`src/rtl/mem_arbiter_pkg.sv`:
```
`default_nettype none
// ============================================================================
// mem_arbiter_pkg : shared state, owner and constant definitions for mem_arbiter
// Rev 1.0
// ============================================================================
package mem_arbiter_pkg;

    typedef enum logic [1:0] {
        ST_IDLE = 2'd0,
        ST_REQ  = 2'd1,
        ST_RESP = 2'd2
    } state_t;

    typedef enum logic {
        OWN_I = 1'b0,
        OWN_D = 1'b1
    } owner_t;

    localparam logic [3:0] C_FETCH_BE = 4'hF;

    // Counter must be able to hold the limit value itself (saturating count).
    function automatic int starve_cnt_w(input int limit);
        return (limit < 1) ? 1 : $clog2(limit + 1);
    endfunction

endpackage
`default_nettype wire

```
`src/rtl/mem_arbiter_if.sv`:
```
`default_nettype none
// ============================================================================
// mem_arbiter_if : fetch, data and shared-memory bus signals of mem_arbiter
// Rev 1.0
// ============================================================================
interface mem_arbiter_if;
    import mem_arbiter_pkg::*;

    logic        imem_req;
    logic [31:0] imem_addr;
    logic        imem_ready;
    logic        imem_valid;
    logic [31:0] imem_rdata;

    logic        dmem_req;
    logic        dmem_we;
    logic [3:0]  dmem_be;
    logic [31:0] dmem_addr;
    logic [31:0] dmem_wdata;
    logic        dmem_ready;
    logic        dmem_valid;
    logic [31:0] dmem_rdata;

    logic        mem_req;
    logic        mem_we;
    logic [3:0]  mem_be;
    logic [31:0] mem_addr;
    logic [31:0] mem_wdata;
    logic        mem_gnt;
    logic        mem_rvalid;
    logic [31:0] mem_rdata;
    logic        mem_err;

    modport slave (
        input  imem_req, imem_addr,
        input  dmem_req, dmem_we, dmem_be, dmem_addr, dmem_wdata,
        input  mem_gnt, mem_rvalid, mem_rdata,
        output imem_ready, imem_valid, imem_rdata,
        output dmem_ready, dmem_valid, dmem_rdata,
        output mem_req, mem_we, mem_be, mem_addr, mem_wdata, mem_err
    );

    modport master (
        output imem_req, imem_addr,
        output dmem_req, dmem_we, dmem_be, dmem_addr, dmem_wdata,
        output mem_gnt, mem_rvalid, mem_rdata,
        input  imem_ready, imem_valid, imem_rdata,
        input  dmem_ready, dmem_valid, dmem_rdata,
        input  mem_req, mem_we, mem_be, mem_addr, mem_wdata, mem_err
    );

endinterface
`default_nettype wire

```
`src/rtl/mem_arb_pick.sv`:
```
`default_nettype none
// ============================================================================
// mem_arb_pick : data-priority grant with fetch anti-starvation counter update
// Rev 1.0
// ============================================================================
module mem_arb_pick
    import mem_arbiter_pkg::*;
#(
    parameter int STARVE_LIMIT = 4,
    parameter int CNT_W        = starve_cnt_w(STARVE_LIMIT)
) (
    input  wire              i_arb_en,
    input  wire              i_imem_req,
    input  wire              i_dmem_req,
    input  wire [CNT_W-1:0]  i_starve_cnt,
    output logic             o_grant_i,
    output logic             o_grant_d,
    output logic [CNT_W-1:0] o_starve_nxt
);

    localparam logic [CNT_W-1:0] C_LIMIT = CNT_W'(STARVE_LIMIT);

    logic w_starved;
    logic w_grant_i;
    logic w_grant_d;

    assign w_starved = (i_starve_cnt == C_LIMIT);
    assign w_grant_i = i_arb_en && i_imem_req && (!i_dmem_req || w_starved);
    assign w_grant_d = i_arb_en && i_dmem_req && !w_grant_i;

    assign o_grant_i = w_grant_i;
    assign o_grant_d = w_grant_d;

    // Counts data wins that bypassed a waiting fetch; any fetch win or idle fetch port clears it.
    always_comb begin
        o_starve_nxt = i_starve_cnt;
        if (!i_imem_req || w_grant_i) begin
            o_starve_nxt = '0;
        end else if (w_grant_d && !w_starved) begin
            o_starve_nxt = i_starve_cnt + CNT_W'(1);
        end
    end

endmodule
`default_nettype wire

```
`src/rtl/mem_arbiter.sv`:
```
`default_nettype none
// ============================================================================
// mem_arbiter : fetch/data port arbiter onto one single-outstanding memory bus
// Optional watchdog enabled by defining MEM_ARB_TIMEOUT_EN.   Rev 1.0
// ============================================================================
module mem_arbiter
    import mem_arbiter_pkg::*;
#(
    parameter int STARVE_LIMIT   = 4,
    parameter int TIMEOUT_CYCLES = 255
) (
    input  wire          clk,
    input  wire          reset,
    mem_arbiter_if.slave bus
);

    localparam int CNT_W = starve_cnt_w(STARVE_LIMIT);

    if (STARVE_LIMIT < 1 || TIMEOUT_CYCLES < 1) begin : g_param_check
        $error("mem_arbiter: STARVE_LIMIT and TIMEOUT_CYCLES must be at least 1");
    end

    state_t           r_state;
    state_t           w_state_nxt;
    owner_t           r_owner;
    logic [31:0]      r_addr;
    logic [31:0]      r_wdata;
    logic             r_we;
    logic [3:0]       r_be;
    logic             r_imem_valid;
    logic             r_dmem_valid;
    logic [31:0]      r_imem_rdata;
    logic [31:0]      r_dmem_rdata;
    logic [CNT_W-1:0] r_starve;
    logic [CNT_W-1:0] w_starve_nxt;
    logic             w_arb_en;
    logic             w_grant_i;
    logic             w_grant_d;
    logic             w_rvalid_hit;
    logic             w_timeout;
    logic             w_complete;
    logic [31:0]      w_resp_data;

    assign w_arb_en = reset && (r_state == ST_IDLE);

    mem_arb_pick #(
        .STARVE_LIMIT (STARVE_LIMIT),
        .CNT_W        (CNT_W)
    ) u_pick (
        .i_arb_en     (w_arb_en),
        .i_imem_req   (bus.imem_req),
        .i_dmem_req   (bus.dmem_req),
        .i_starve_cnt (r_starve),
        .o_grant_i    (w_grant_i),
        .o_grant_d    (w_grant_d),
        .o_starve_nxt (w_starve_nxt)
    );

`ifdef MEM_ARB_TIMEOUT_EN
    localparam int WAIT_W = $clog2(TIMEOUT_CYCLES + 1);

    logic [WAIT_W-1:0] r_wait;
    logic              r_err;

    assign w_timeout = (r_state != ST_IDLE) && (r_wait == WAIT_W'(TIMEOUT_CYCLES - 1));

    // Restarts on every state change, so the limit applies separately to REQ and RESP.
    always_ff @(posedge clk) begin
        if (!reset) begin
            r_wait <= '0;
            r_err  <= 1'b0;
        end else begin
            if (w_state_nxt != r_state) begin
                r_wait <= '0;
            end else if (r_state != ST_IDLE) begin
                r_wait <= r_wait + WAIT_W'(1);
            end
            if (w_timeout) begin
                r_err <= 1'b1;
            end
        end
    end

    assign bus.mem_err = r_err;
`else
    assign w_timeout   = 1'b0;
    assign bus.mem_err = 1'b0;
`endif

    always_ff @(posedge clk) begin
        if (!reset) begin
            r_state <= ST_IDLE;
        end else begin
            r_state <= w_state_nxt;
        end
    end

    always_comb begin
        w_state_nxt    = r_state;
        w_rvalid_hit   = 1'b0;
        bus.mem_req    = 1'b0;
        bus.imem_ready = w_grant_i;
        bus.dmem_ready = w_grant_d;
        unique case (r_state)
            ST_IDLE: begin
                if (w_grant_i || w_grant_d) begin
                    w_state_nxt = ST_REQ;
                end
            end
            ST_REQ: begin
                bus.mem_req = 1'b1;
                if (w_timeout) begin
                    w_state_nxt = ST_IDLE;
                end else if (bus.mem_gnt) begin
                    w_state_nxt = ST_RESP;
                end
            end
            ST_RESP: begin
                w_rvalid_hit = bus.mem_rvalid;
                if (bus.mem_rvalid || w_timeout) begin
                    w_state_nxt = ST_IDLE;
                end
            end
            default: begin
                w_state_nxt = ST_IDLE;
            end
        endcase
    end

    assign w_complete  = w_rvalid_hit || w_timeout;
    assign w_resp_data = w_rvalid_hit ? bus.mem_rdata : 32'h0;

    always_ff @(posedge clk) begin
        if (!reset) begin
            r_starve     <= '0;
            r_owner      <= OWN_I;
            r_addr       <= '0;
            r_we         <= 1'b0;
            r_be         <= '0;
            r_wdata      <= '0;
            r_imem_valid <= 1'b0;
            r_dmem_valid <= 1'b0;
            r_imem_rdata <= '0;
            r_dmem_rdata <= '0;
        end else begin
            r_starve     <= w_starve_nxt;
            r_imem_valid <= w_complete && (r_owner == OWN_I);
            r_dmem_valid <= w_complete && (r_owner == OWN_D);
            if (w_complete && (r_owner == OWN_I)) begin
                r_imem_rdata <= w_resp_data;
            end
            if (w_complete && (r_owner == OWN_D)) begin
                r_dmem_rdata <= w_resp_data;
            end
            if (w_grant_d) begin
                r_owner <= OWN_D;
                r_addr  <= bus.dmem_addr;
                r_we    <= bus.dmem_we;
                r_be    <= bus.dmem_be;
                r_wdata <= bus.dmem_wdata;
            end else if (w_grant_i) begin
                r_owner <= OWN_I;
                r_addr  <= bus.imem_addr;
                r_we    <= 1'b0;
                r_be    <= C_FETCH_BE;
                r_wdata <= '0;
            end
        end
    end

    assign bus.mem_we     = r_we;
    assign bus.mem_be     = r_be;
    assign bus.mem_addr   = r_addr;
    assign bus.mem_wdata  = r_wdata;
    assign bus.imem_valid = r_imem_valid;
    assign bus.imem_rdata = r_imem_rdata;
    assign bus.dmem_valid = r_dmem_valid;
    assign bus.dmem_rdata = r_dmem_rdata;

endmodule
`default_nettype wire

```
`src/flat_wrapper.sv`:
```
// flat-port wrapper written by rule: the top's interface ports become plain ports
module mem_arbiter_flat import mem_arbiter_pkg::*;
#(
    parameter int STARVE_LIMIT   = 4,
    parameter int TIMEOUT_CYCLES = 255
)
  (clk, reset, bus_imem_req, bus_imem_addr, bus_dmem_req, bus_dmem_we, bus_dmem_be, bus_dmem_addr, bus_dmem_wdata, bus_mem_gnt, bus_mem_rvalid, bus_mem_rdata, bus_imem_ready, bus_imem_valid, bus_imem_rdata, bus_dmem_ready, bus_dmem_valid, bus_dmem_rdata, bus_mem_req, bus_mem_we, bus_mem_be, bus_mem_addr, bus_mem_wdata, bus_mem_err);
  mem_arbiter_if bus_i ();
  input  wire clk;
  input  wire reset;
  input wire logic [$bits(bus_i.imem_req)-1:0] bus_imem_req;
  input wire logic [$bits(bus_i.imem_addr)-1:0] bus_imem_addr;
  input wire logic [$bits(bus_i.dmem_req)-1:0] bus_dmem_req;
  input wire logic [$bits(bus_i.dmem_we)-1:0] bus_dmem_we;
  input wire logic [$bits(bus_i.dmem_be)-1:0] bus_dmem_be;
  input wire logic [$bits(bus_i.dmem_addr)-1:0] bus_dmem_addr;
  input wire logic [$bits(bus_i.dmem_wdata)-1:0] bus_dmem_wdata;
  input wire logic [$bits(bus_i.mem_gnt)-1:0] bus_mem_gnt;
  input wire logic [$bits(bus_i.mem_rvalid)-1:0] bus_mem_rvalid;
  input wire logic [$bits(bus_i.mem_rdata)-1:0] bus_mem_rdata;
  output wire logic [$bits(bus_i.imem_ready)-1:0] bus_imem_ready;
  output wire logic [$bits(bus_i.imem_valid)-1:0] bus_imem_valid;
  output wire logic [$bits(bus_i.imem_rdata)-1:0] bus_imem_rdata;
  output wire logic [$bits(bus_i.dmem_ready)-1:0] bus_dmem_ready;
  output wire logic [$bits(bus_i.dmem_valid)-1:0] bus_dmem_valid;
  output wire logic [$bits(bus_i.dmem_rdata)-1:0] bus_dmem_rdata;
  output wire logic [$bits(bus_i.mem_req)-1:0] bus_mem_req;
  output wire logic [$bits(bus_i.mem_we)-1:0] bus_mem_we;
  output wire logic [$bits(bus_i.mem_be)-1:0] bus_mem_be;
  output wire logic [$bits(bus_i.mem_addr)-1:0] bus_mem_addr;
  output wire logic [$bits(bus_i.mem_wdata)-1:0] bus_mem_wdata;
  output wire logic [$bits(bus_i.mem_err)-1:0] bus_mem_err;
  assign bus_i.imem_req = bus_imem_req;
  assign bus_i.imem_addr = bus_imem_addr;
  assign bus_i.dmem_req = bus_dmem_req;
  assign bus_i.dmem_we = bus_dmem_we;
  assign bus_i.dmem_be = bus_dmem_be;
  assign bus_i.dmem_addr = bus_dmem_addr;
  assign bus_i.dmem_wdata = bus_dmem_wdata;
  assign bus_i.mem_gnt = bus_mem_gnt;
  assign bus_i.mem_rvalid = bus_mem_rvalid;
  assign bus_i.mem_rdata = bus_mem_rdata;
  assign bus_imem_ready = bus_i.imem_ready;
  assign bus_imem_valid = bus_i.imem_valid;
  assign bus_imem_rdata = bus_i.imem_rdata;
  assign bus_dmem_ready = bus_i.dmem_ready;
  assign bus_dmem_valid = bus_i.dmem_valid;
  assign bus_dmem_rdata = bus_i.dmem_rdata;
  assign bus_mem_req = bus_i.mem_req;
  assign bus_mem_we = bus_i.mem_we;
  assign bus_mem_be = bus_i.mem_be;
  assign bus_mem_addr = bus_i.mem_addr;
  assign bus_mem_wdata = bus_i.mem_wdata;
  assign bus_mem_err = bus_i.mem_err;
  mem_arbiter #(.STARVE_LIMIT(STARVE_LIMIT), .TIMEOUT_CYCLES(TIMEOUT_CYCLES)) u_core (.clk(clk), .reset(reset), .bus(bus_i));
endmodule
```
`config.mk`:
```
export PLATFORM = sky130hd
export DESIGN_NAME = mem_arbiter_flat
export DESIGN_NICKNAME = d
export VERILOG_FILES = /design/src/rtl/mem_arbiter_pkg.sv /design/src/rtl/mem_arbiter_if.sv /design/src/rtl/mem_arb_pick.sv /design/src/rtl/mem_arbiter.sv /design/src/flat_wrapper.sv
export SDC_FILE = /design/constraint.sdc
export NUM_CORES = 1
export LEC_CHECK = 0
export ABC_AREA = 1
export CAP_MARGIN = 20
export CORE_MARGIN = 1
export CORE_UTILIZATION = 38
export CTS_BUF_LIST = sky130_fd_sc_hd__clkbuf_4 sky130_fd_sc_hd__clkbuf_8
export CTS_CLUSTER_DIAMETER = 150
export DETAILED_ROUTE_END_ITERATION = 6
export GPL_ROUTABILITY_DRIVEN = 0
export PLACE_DENSITY = 0.77
export REMOVE_ABC_BUFFERS = 1
export SYNTH_ARGS = -nofsm -noshare
export SYNTH_HDL_FRONTEND = slang
export SYNTH_HIERARCHICAL = 1
export SYNTH_SLANG_ARGS = --single-unit
```
`constraint.sdc`:
```
create_clock -name clk -period 1.9 [get_ports clk]
set_input_delay 0.38 -clock clk [delete_from_list [all_inputs] [get_ports clk]]
set_output_delay 0.38 -clock clk [all_outputs]
set_load 0.05 [all_outputs]
```
# --- After elaboration in Yosys (flattened, before gate mapping) ---
# Index checks and enable logic that the tools add are counted.
totals:
  regBits: 141
  elab_cells: 55
op_classes:
  n_addsub: 1
  n_eq_ne: 6
  mux: 16
  bitwise_logic: 2
  n_reduce_logical: 19
op_table:
  columns: ["operator", "n"]
  rows:
  - ["32-bit two-way mux", 5]
  - ["1-bit logical AND", 8]
  - ["4-bit two-way mux", 2]
  - ["2-bit two-way mux", 3]
  - ["2-bit inequality test (second input constant)", 3]
  - ["2-bit case mux with 3 select lines", 1]
  - ["1-bit two-way mux", 5]
  - ["1-bit logical NOT", 4]
  - ["3-bit by 1-bit adder with 3-bit output (second input constant)", 1]
  - ["3-bit equality test (second input constant)", 1]
  - ["1-bit logical OR", 3]
  - ["3-bit AND reduction", 1]
  - ["2-bit by 1-bit equality test with 1-bit output (second input constant)", 1]
  - ["2-bit equality test (second input constant)", 1]
  - ["2-bit logical NOT", 1]
  - ["1-bit inverter", 2]
  - ["2-bit nonzero test", 1]
  - ["2-bit OR reduction", 1]

# --- Depth between registers and ports, before layout ---
logic_depth:
  word_depth: 9
  mapped_depth: 13
  depth_no_buf: 12

# --- Cells and area by module ---
# The synthesis kept the hierarchy.
modules_own_cells:
  columns: ["mod", "n_inst", "cells_per_inst", "area_each_um2", "seq_area_each_um2"]
  rows:
  - ["mem_arbiter", 1, 784, 5550.3, 2822.7]
  - ["mem_arb_pick", 1, 30, 155.1, 0.0]

# --- Worst setup path after synthesis ---
# OpenSTA, ideal clock, no wires.
synth_path:
  kind: "input-to-reg"
  from: "in reset"
  to: "reg u_core.r_addr[0], in the netlist u_core/bus.mem_addr[0]"
  setup_ns: 0.056
  t_arrival_ns: 2.619
  required_ns: 1.844
  path_slack_ns: -0.775
  stages: 12
  path_buffers: 2
  cell_sequence: "buf_2 > inv_1 > nor3_1 > nand2_2 > nor2_2 > nor2_1 > inv_2 > clkbuf_1 > nand3_1 > nand3_1 > nand2_1 > inv_1"
synth_via:
  elab_chain_len: 6
  elab_cells_between_ends: 8
  cone_classes: "1 x mux; 7 x reduce/logical"
synth_lines:
  columns: ["element", "line_no", "source"]
  rows:
  - ["start, declared", "flat_wrapper.sv:10", "input wire reset;"]
  - ["1-bit logical AND *", "mem_arbiter.sv:44", "assign w_arb_en = reset && (r_state == ST_IDLE);"]
  - ["named net u_core.w_arb_en", "mem_arbiter.sv:36", "logic w_arb_en;"]
  - ["1-bit logical AND * (2 in a row)", "mem_arb_pick.sv:28", "assign w_grant_i = i_arb_en && i_imem_req && (!i_dmem_req || w_starved);"]
  - ["named net bus_imem_ready", "flat_wrapper.sv:21", "output wire logic [$bits(bus_i.imem_ready)-1:0] bus_imem_ready;"]
  - ["1-bit logical NOT *", "mem_arb_pick.sv:29", "assign w_grant_d = i_arb_en && i_dmem_req && !w_grant_i;"]
  - ["1-bit logical AND *", "mem_arb_pick.sv:29", null]
  - ["named net bus_dmem_ready", "flat_wrapper.sv:24", "output wire logic [$bits(bus_i.dmem_ready)-1:0] bus_dmem_ready;"]
  - ["32-bit two-way mux / 2-bit nonzero test (equally long branches)", null, null]
  - ["end signal, assigned", "mem_arbiter.sv:157", "r_addr <= bus.dmem_addr;"]
  - ["end signal, assigned", "mem_arbiter.sv:163", "r_addr <= bus.imem_addr;"]
  - ["end, declared", "mem_arbiter.sv:26", "logic [31:0] r_addr;"]
# The timed path passes the listed nets; every way through them passes the cells marked *.
# A chain may end at the register's enable or synchronous reset.

# --- Worst setup path after layout ---
layout_path:
  from: "reg u_core.r_starve[1]"
  to: "out bus_dmem_ready"
layout_via:
  elab_chain_len: 5
layout_lines:
  columns: ["element", "line_no", "source"]
  rows:
  - ["start, declared", "mem_arbiter.sv:34", "logic [CNT_W-1:0] r_starve;"]
  - ["start signal, assigned", "mem_arbiter.sv:146", "r_starve <= w_starve_nxt;"]
  - ["3-bit equality test", "mem_arb_pick.sv:27", "assign w_starved = (i_starve_cnt == C_LIMIT);"]
  - ["1-bit logical OR", "mem_arb_pick.sv:28", null]
  - ["1-bit logical AND", "mem_arb_pick.sv:28", null]
  - ["1-bit logical NOT", "mem_arb_pick.sv:29", null]
  - ["1-bit logical AND", "mem_arb_pick.sv:29", null]
  - ["end, declared", "flat_wrapper.sv:24", null]
# Every way passes these cells.

==> tab_implementation.tex <==
\begin{tabular}{lr}
\hline
Metric & Value \\
\hline
\multicolumn{2}{l}{\textbf{Timing}} \\
\quad Fin worst setup slack & -0.07207 ns \\
\quad \# setup viols final & 2 \\
\quad Post-route fraction of the period consumed by the critical path & 1.038 \\
\quad Max-slew violation total from the final report & 0 \\
\quad Shortest clock period the worst path allows after layout & 1.972 ns \\
\quad Worst slew margin & 0.6459 \\
\quad Final-layout setup total negative slack & -0.07816 ns \\
\quad Highest clock frequency the design can meet & 507.1 MHz \\
\quad Worst slack on hold paths & 0.4590 ns \\
\quad Setup repair after global routing missed its margin & true \\
\quad Post-Route Skew & 0.009643 ns \\
\quad Number of hold violations in the final report & 0 \\
\quad Slew at the pin with the worst max-slew slack & 0.5332 ns \\
\multicolumn{2}{l}{\textbf{Yosys}} \\
\quad Proportion of synthesized chip area in sequential cells & 0.4947 \\
\quad Post-synthesis instance area & 0.005705 mm\^{}2 \\
\quad Multiplexer fraction of the synthesized cell area & 0 \\
\quad Unique cell type count in the Yosys netlist & 21 \\
\quad Synth Area per Inst & 7.009 um\^{}2 \\
\quad Synth Register Bits & 141 \\
\quad Synthesized netlist cell count & 814 \\
\quad Count of warnings emitted by yosys & 6 \\
\quad Post-synthesis compound-gate area fraction & 0.03750 \\
\quad Combinational family with the most area after synthesis & simple AND/OR/NAND/NOR gates \\
\quad Area share of fa/ha/maj cells after synthesis & 0.004386 \\
\quad Xor and xnor area share after synthesis & 0 \\
\quad Simple-Gate Fraction of Synth Area & 0.3596 \\
\multicolumn{2}{l}{\textbf{Clock tree}} \\
\quad Clk slew on worst S/H paths & 0.08 ns \\
\quad TritonCTS clock tree & done \\
\quad Clock net sink count & 141 \\
\quad Clk Tree Root Cell & clkbuf\_8 \\
\quad Maximum count of clock buffers along a single path & 2 \\
\quad Htree depth & 4 \\
\quad Cts hold-fix bufs & 0 \\
\quad Clk Latency, worst-skew pair & 0.44 ns \\
\quad Number of CTS-inserted buffers & 17 \\
\multicolumn{2}{l}{\textbf{Worst setup path}} \\
\quad Maximum fanout count along the critical path & 3 \\
\quad Worst path required time & 1.52 ns \\
\quad Launching point of the worst reg2reg path & u\_core/r\_starve[1] \\
\quad WP buf/inv & 3 \\
\quad Worst setup slack for register-to-register paths & 0.10 ns \\
\quad Reg-to-Reg End & u\_core/bus.mem\_addr[13] \\
\quad Slowest stage cell, crit path & dfxtp\_2 \\
\quad Data arrival time of the worst path & 1.59 ns \\
\quad Cell type group with the largest total delay on the critical path & simple AND/OR/NAND/NOR gates \\
\quad Cell Chain, Critical Path & inv\_2, ha\_4, nand2\_4, nand2\_2, nand2\_4, nor2\_4, nor2\_4, buf\_12, buf\_12 \\
\quad Start-to-end type of the worst setup path & reg2out \\
\quad Crit. End Element & primary output \\
\quad Kind of start point of the critical path & flip-flop \\
\quad R2R cell count & 15 \\
\quad Slowest stage delay, CP & 0.33 ns \\
\multicolumn{2}{l}{\textbf{Worst hold path}} \\
\quad Count of cells along the worst hold path & 2 \\
\quad HP Start & u\_core/bus.mem\_wdata[8] \\
\quad Hold EP & u\_core/bus.mem\_wdata[8] \\
\quad Worst min-delay path class & reg2reg \\
\multicolumn{2}{l}{\textbf{Power and ir drop}} \\
\quad Leakage power summed over all cells & 4.757 nW \\
\quad Combinational cell fraction of total power & 0.200 \\
\quad Sequential cell fraction of total power & 0.433 \\
\quad Switching Share & 0.2886 \\
\quad Clock network fraction of design power & 0.368 \\
\quad Internal Dissipation & 0.005139 W \\
\quad Power Density & 790.2 mW/mm\^{}2 \\
\quad Power spent charging and discharging nets & 0.002085 W \\
\quad VDD IR-drop max & 484.5 uV \\
\multicolumn{2}{l}{\textbf{Routing}} \\
\quad DRC Markers & 0 \\
\quad Detailed Routing Iterations Pass 1 & 4 \\
\quad Final routed wirelength across all metal layers & 17850 um \\
\quad Via count of the routed design & 6012 \\
\quad Post-DR wirelength/cell & 13.83 um \\
\quad 1st-iter DRT viols & 289 \\
\quad Ratio of routed vias to standard cells & 4.657 \\
\quad Antenna Nets Post-Route & 0 \\
\multicolumn{2}{l}{\textbf{Run}} \\
\quad Max-cap violations & 0 \\
\multicolumn{2}{l}{\textbf{Global route}} \\
\quad Sum of overflow across all layers after global routing & 0 \\
\quad Pin count of the biggest net entering global routing & 98 \\
\quad Via count of the first global-routing pass & 5637 \\
\quad First-pass GRT wire length & 28770 um \\
\quad Antenna violations before repair & 0 \\
\quad Overall Global Routing Usage & 0.2315 \\
\multicolumn{2}{l}{\textbf{Place}} \\
\quad Minimum setup slack after placement & -0.09274 ns \\
\quad Final HPWL DP & 12570 um \\
\quad Number of buffer cells added on primary ports & 276 \\
\quad Cell Count Post-Placement & 1248 \\
\multicolumn{2}{l}{\textbf{Floorplan}} \\
\quad Die width & 124.5 um \\
\quad Die Y-Extent & 124.5 um \\
\quad FP Rows & 44 \\
\quad Num ports & 278 \\
\quad Initial cell density of the core & 0.3911 \\
\quad Core ar. & 0.01459 mm\^{}2 \\
\quad Area of the die & 0.01551 mm\^{}2 \\
\multicolumn{2}{l}{\textbf{Finish}} \\
\quad Net count reported at finish & 1235 \\
\quad Final Instance Count excl. Fillers & 1291 \\
\quad Final core utilization & 0.6267 \\
\quad Share of layout cells above drive strength 1 & 0.1319 \\
\quad Filler cells & 1302 \\
\quad Antenna diodes & 0 \\
\quad FF+latch area & 0.002826 mm\^{}2 \\
\quad Area growth from synthesis to layout & 60.24\% \\
\quad Multi-input logic area & 0.002347 mm\^{}2 \\
\multicolumn{2}{l}{\textbf{Status}} \\
\quad Violated checks & negative setup slack \\
\quad Status & complete, but fails checks \\
\hline
\end{tabular}
==> worst min-delay path, cell delays in order (launching register included) <==
cell	delay, ns
dfxtp_1	0.31
nand2_1	0.06
a21oi_1	0.05
==> metrics by stage <==
stage	total power [W]	area, um^2
2_1_floorplan	0.003878	5414
3_3_place_gp	0.004604	8617
3_5_place_dp	0.004613	8617
4_1_cts	0.007250	9047
5_1_grt	0.007537	9143
6_report	0.007224	9143
==> synthesized netlist by cell type (all sizes together) <==
cell type    n  area (um^2)
nand4        2        12.51
o21ai        4        20.02
nand2      279         1060
nand3      131        655.6
a21oi       38        193.9
buf         38        231.5
clkbuf      16        60.06
nand3b       1        7.510
nor3         1        5.000
conb         1        3.750
inv         79        296.5
ha           2        25.02
nor2        81        311.5
dfxtp      141         2823
==> sequential cells by signal, summed over array words and instances (netlist names), 2 cells and up <==
name	flops
u_core/bus.mem_wdata	32
u_core/bus.dmem_rdata	32
u_core/bus.mem_be	4
u_core/bus.mem_addr	32
u_core/bus.imem_rdata	32
u_core/r_state	2
u_core/r_starve	3
==> cell usage in the layout (no fill, tap or decap), types with 2 or more instances in the layout <==
| cell | Yosys | final |
|---|---|---|
| nand2_1 | 274 | 273 |
| dfxtp_1 | 141 | 138 |
| clkdlybuf4s50_1 | 0 | 137 |
| nand3_1 | 131 | 130 |
| dlygate4sd2_1 | 0 | 84 |
| buf_4 | 5 | 78 |
| nor2_1 | 78 | 77 |
| inv_1 | 78 | 76 |
| a21oi_1 | 37 | 37 |
| clkbuf_8 | 0 | 18 |
| buf_12 | 0 | 12 |
| clkinv_2 | 0 | 5 |
| bufinv_16 | 0 | 4 |
| o21ai_0 | 4 | 4 |
| nand2_2 | 5 | 4 |
| inv_6 | 0 | 3 |
| nor2_4 | 0 | 3 |
| inv_2 | 1 | 3 |
| dfxtp_2 | 0 | 3 |
| clkinv_4 | 0 | 2 |
| clkbuf_16 | 0 | 2 |
| buf_6 | 5 | 2 |
| nand4_1 | 2 | 2 |
| nand2_4 | 0 | 2 |
==> cells by family after synthesis <==
logic type               Yosys count
AND/OR/NAND/NOR                  495
other                              1
AO/OA/AOI/OAI                     42
flip-flops                       141
buffers and inverters            133
adder cells (fa/ha/maj)            2
==> per-layer routing <==
metal	global-route usage	part of all wire
met5	0	0
met4	0.1035	0.031
met3	0.08720	0.10
met2	0.3754	0.46
met1	0.2705	0.40
==> final cells by class <==
class | instances | share of cell area
clock buffers | 18 | 0.02710
clock inverters | 14 | 0.02067
inverters | 79 | 0.03243
multi-input cells | 540 | 0.2567
flip-flops and latches | 141 | 0.3092
well taps | 184 | 0.02518
repair buffers | 315 | 0.3287
==> timing repair <==
item,CTS,global route
cloned,0,2
setup buffers,7,3
resized for setup,97,8
setup endpoints to repair,86,33
pin swaps,4,5
==> power groups by stage <==
stage / registers, W / logic (W) / clock network [W]
5_1_grt: 0.00314 / 0.00154 / 0.00285
4_1_cts: 0.00312 / 0.00140 / 0.00272
6_report: 0.00312 / 0.00144 / 0.00266
2_1_floorplan: 0.00356 / 0.000322 / 0
3_5_place_dp: 0.00319 / 0.00142 / 0
3_3_place_gp: 0.00319 / 0.00141 / 0
==> worst max-delay path by stage <==
stage	slack [ns]	startpoint	depth (start not counted)	to
2_1_floorplan	-4.23	reset	9	u_core/bus.mem_be[0]
3_3_place_gp	-0.06	bus_dmem_req	7	bus_dmem_ready
3_5_place_dp	-0.09	bus_dmem_req	10	u_core/bus.mem_wdata[27]
4_1_cts	-0.15	u_core/r_starve[1]	9	bus_dmem_ready
5_1_grt	-0.16	u_core/r_state[0]	6	bus_dmem_ready
6_report	-0.07	u_core/r_starve[1]	9	bus_dmem_ready
(Power assumes the default switching activity.)
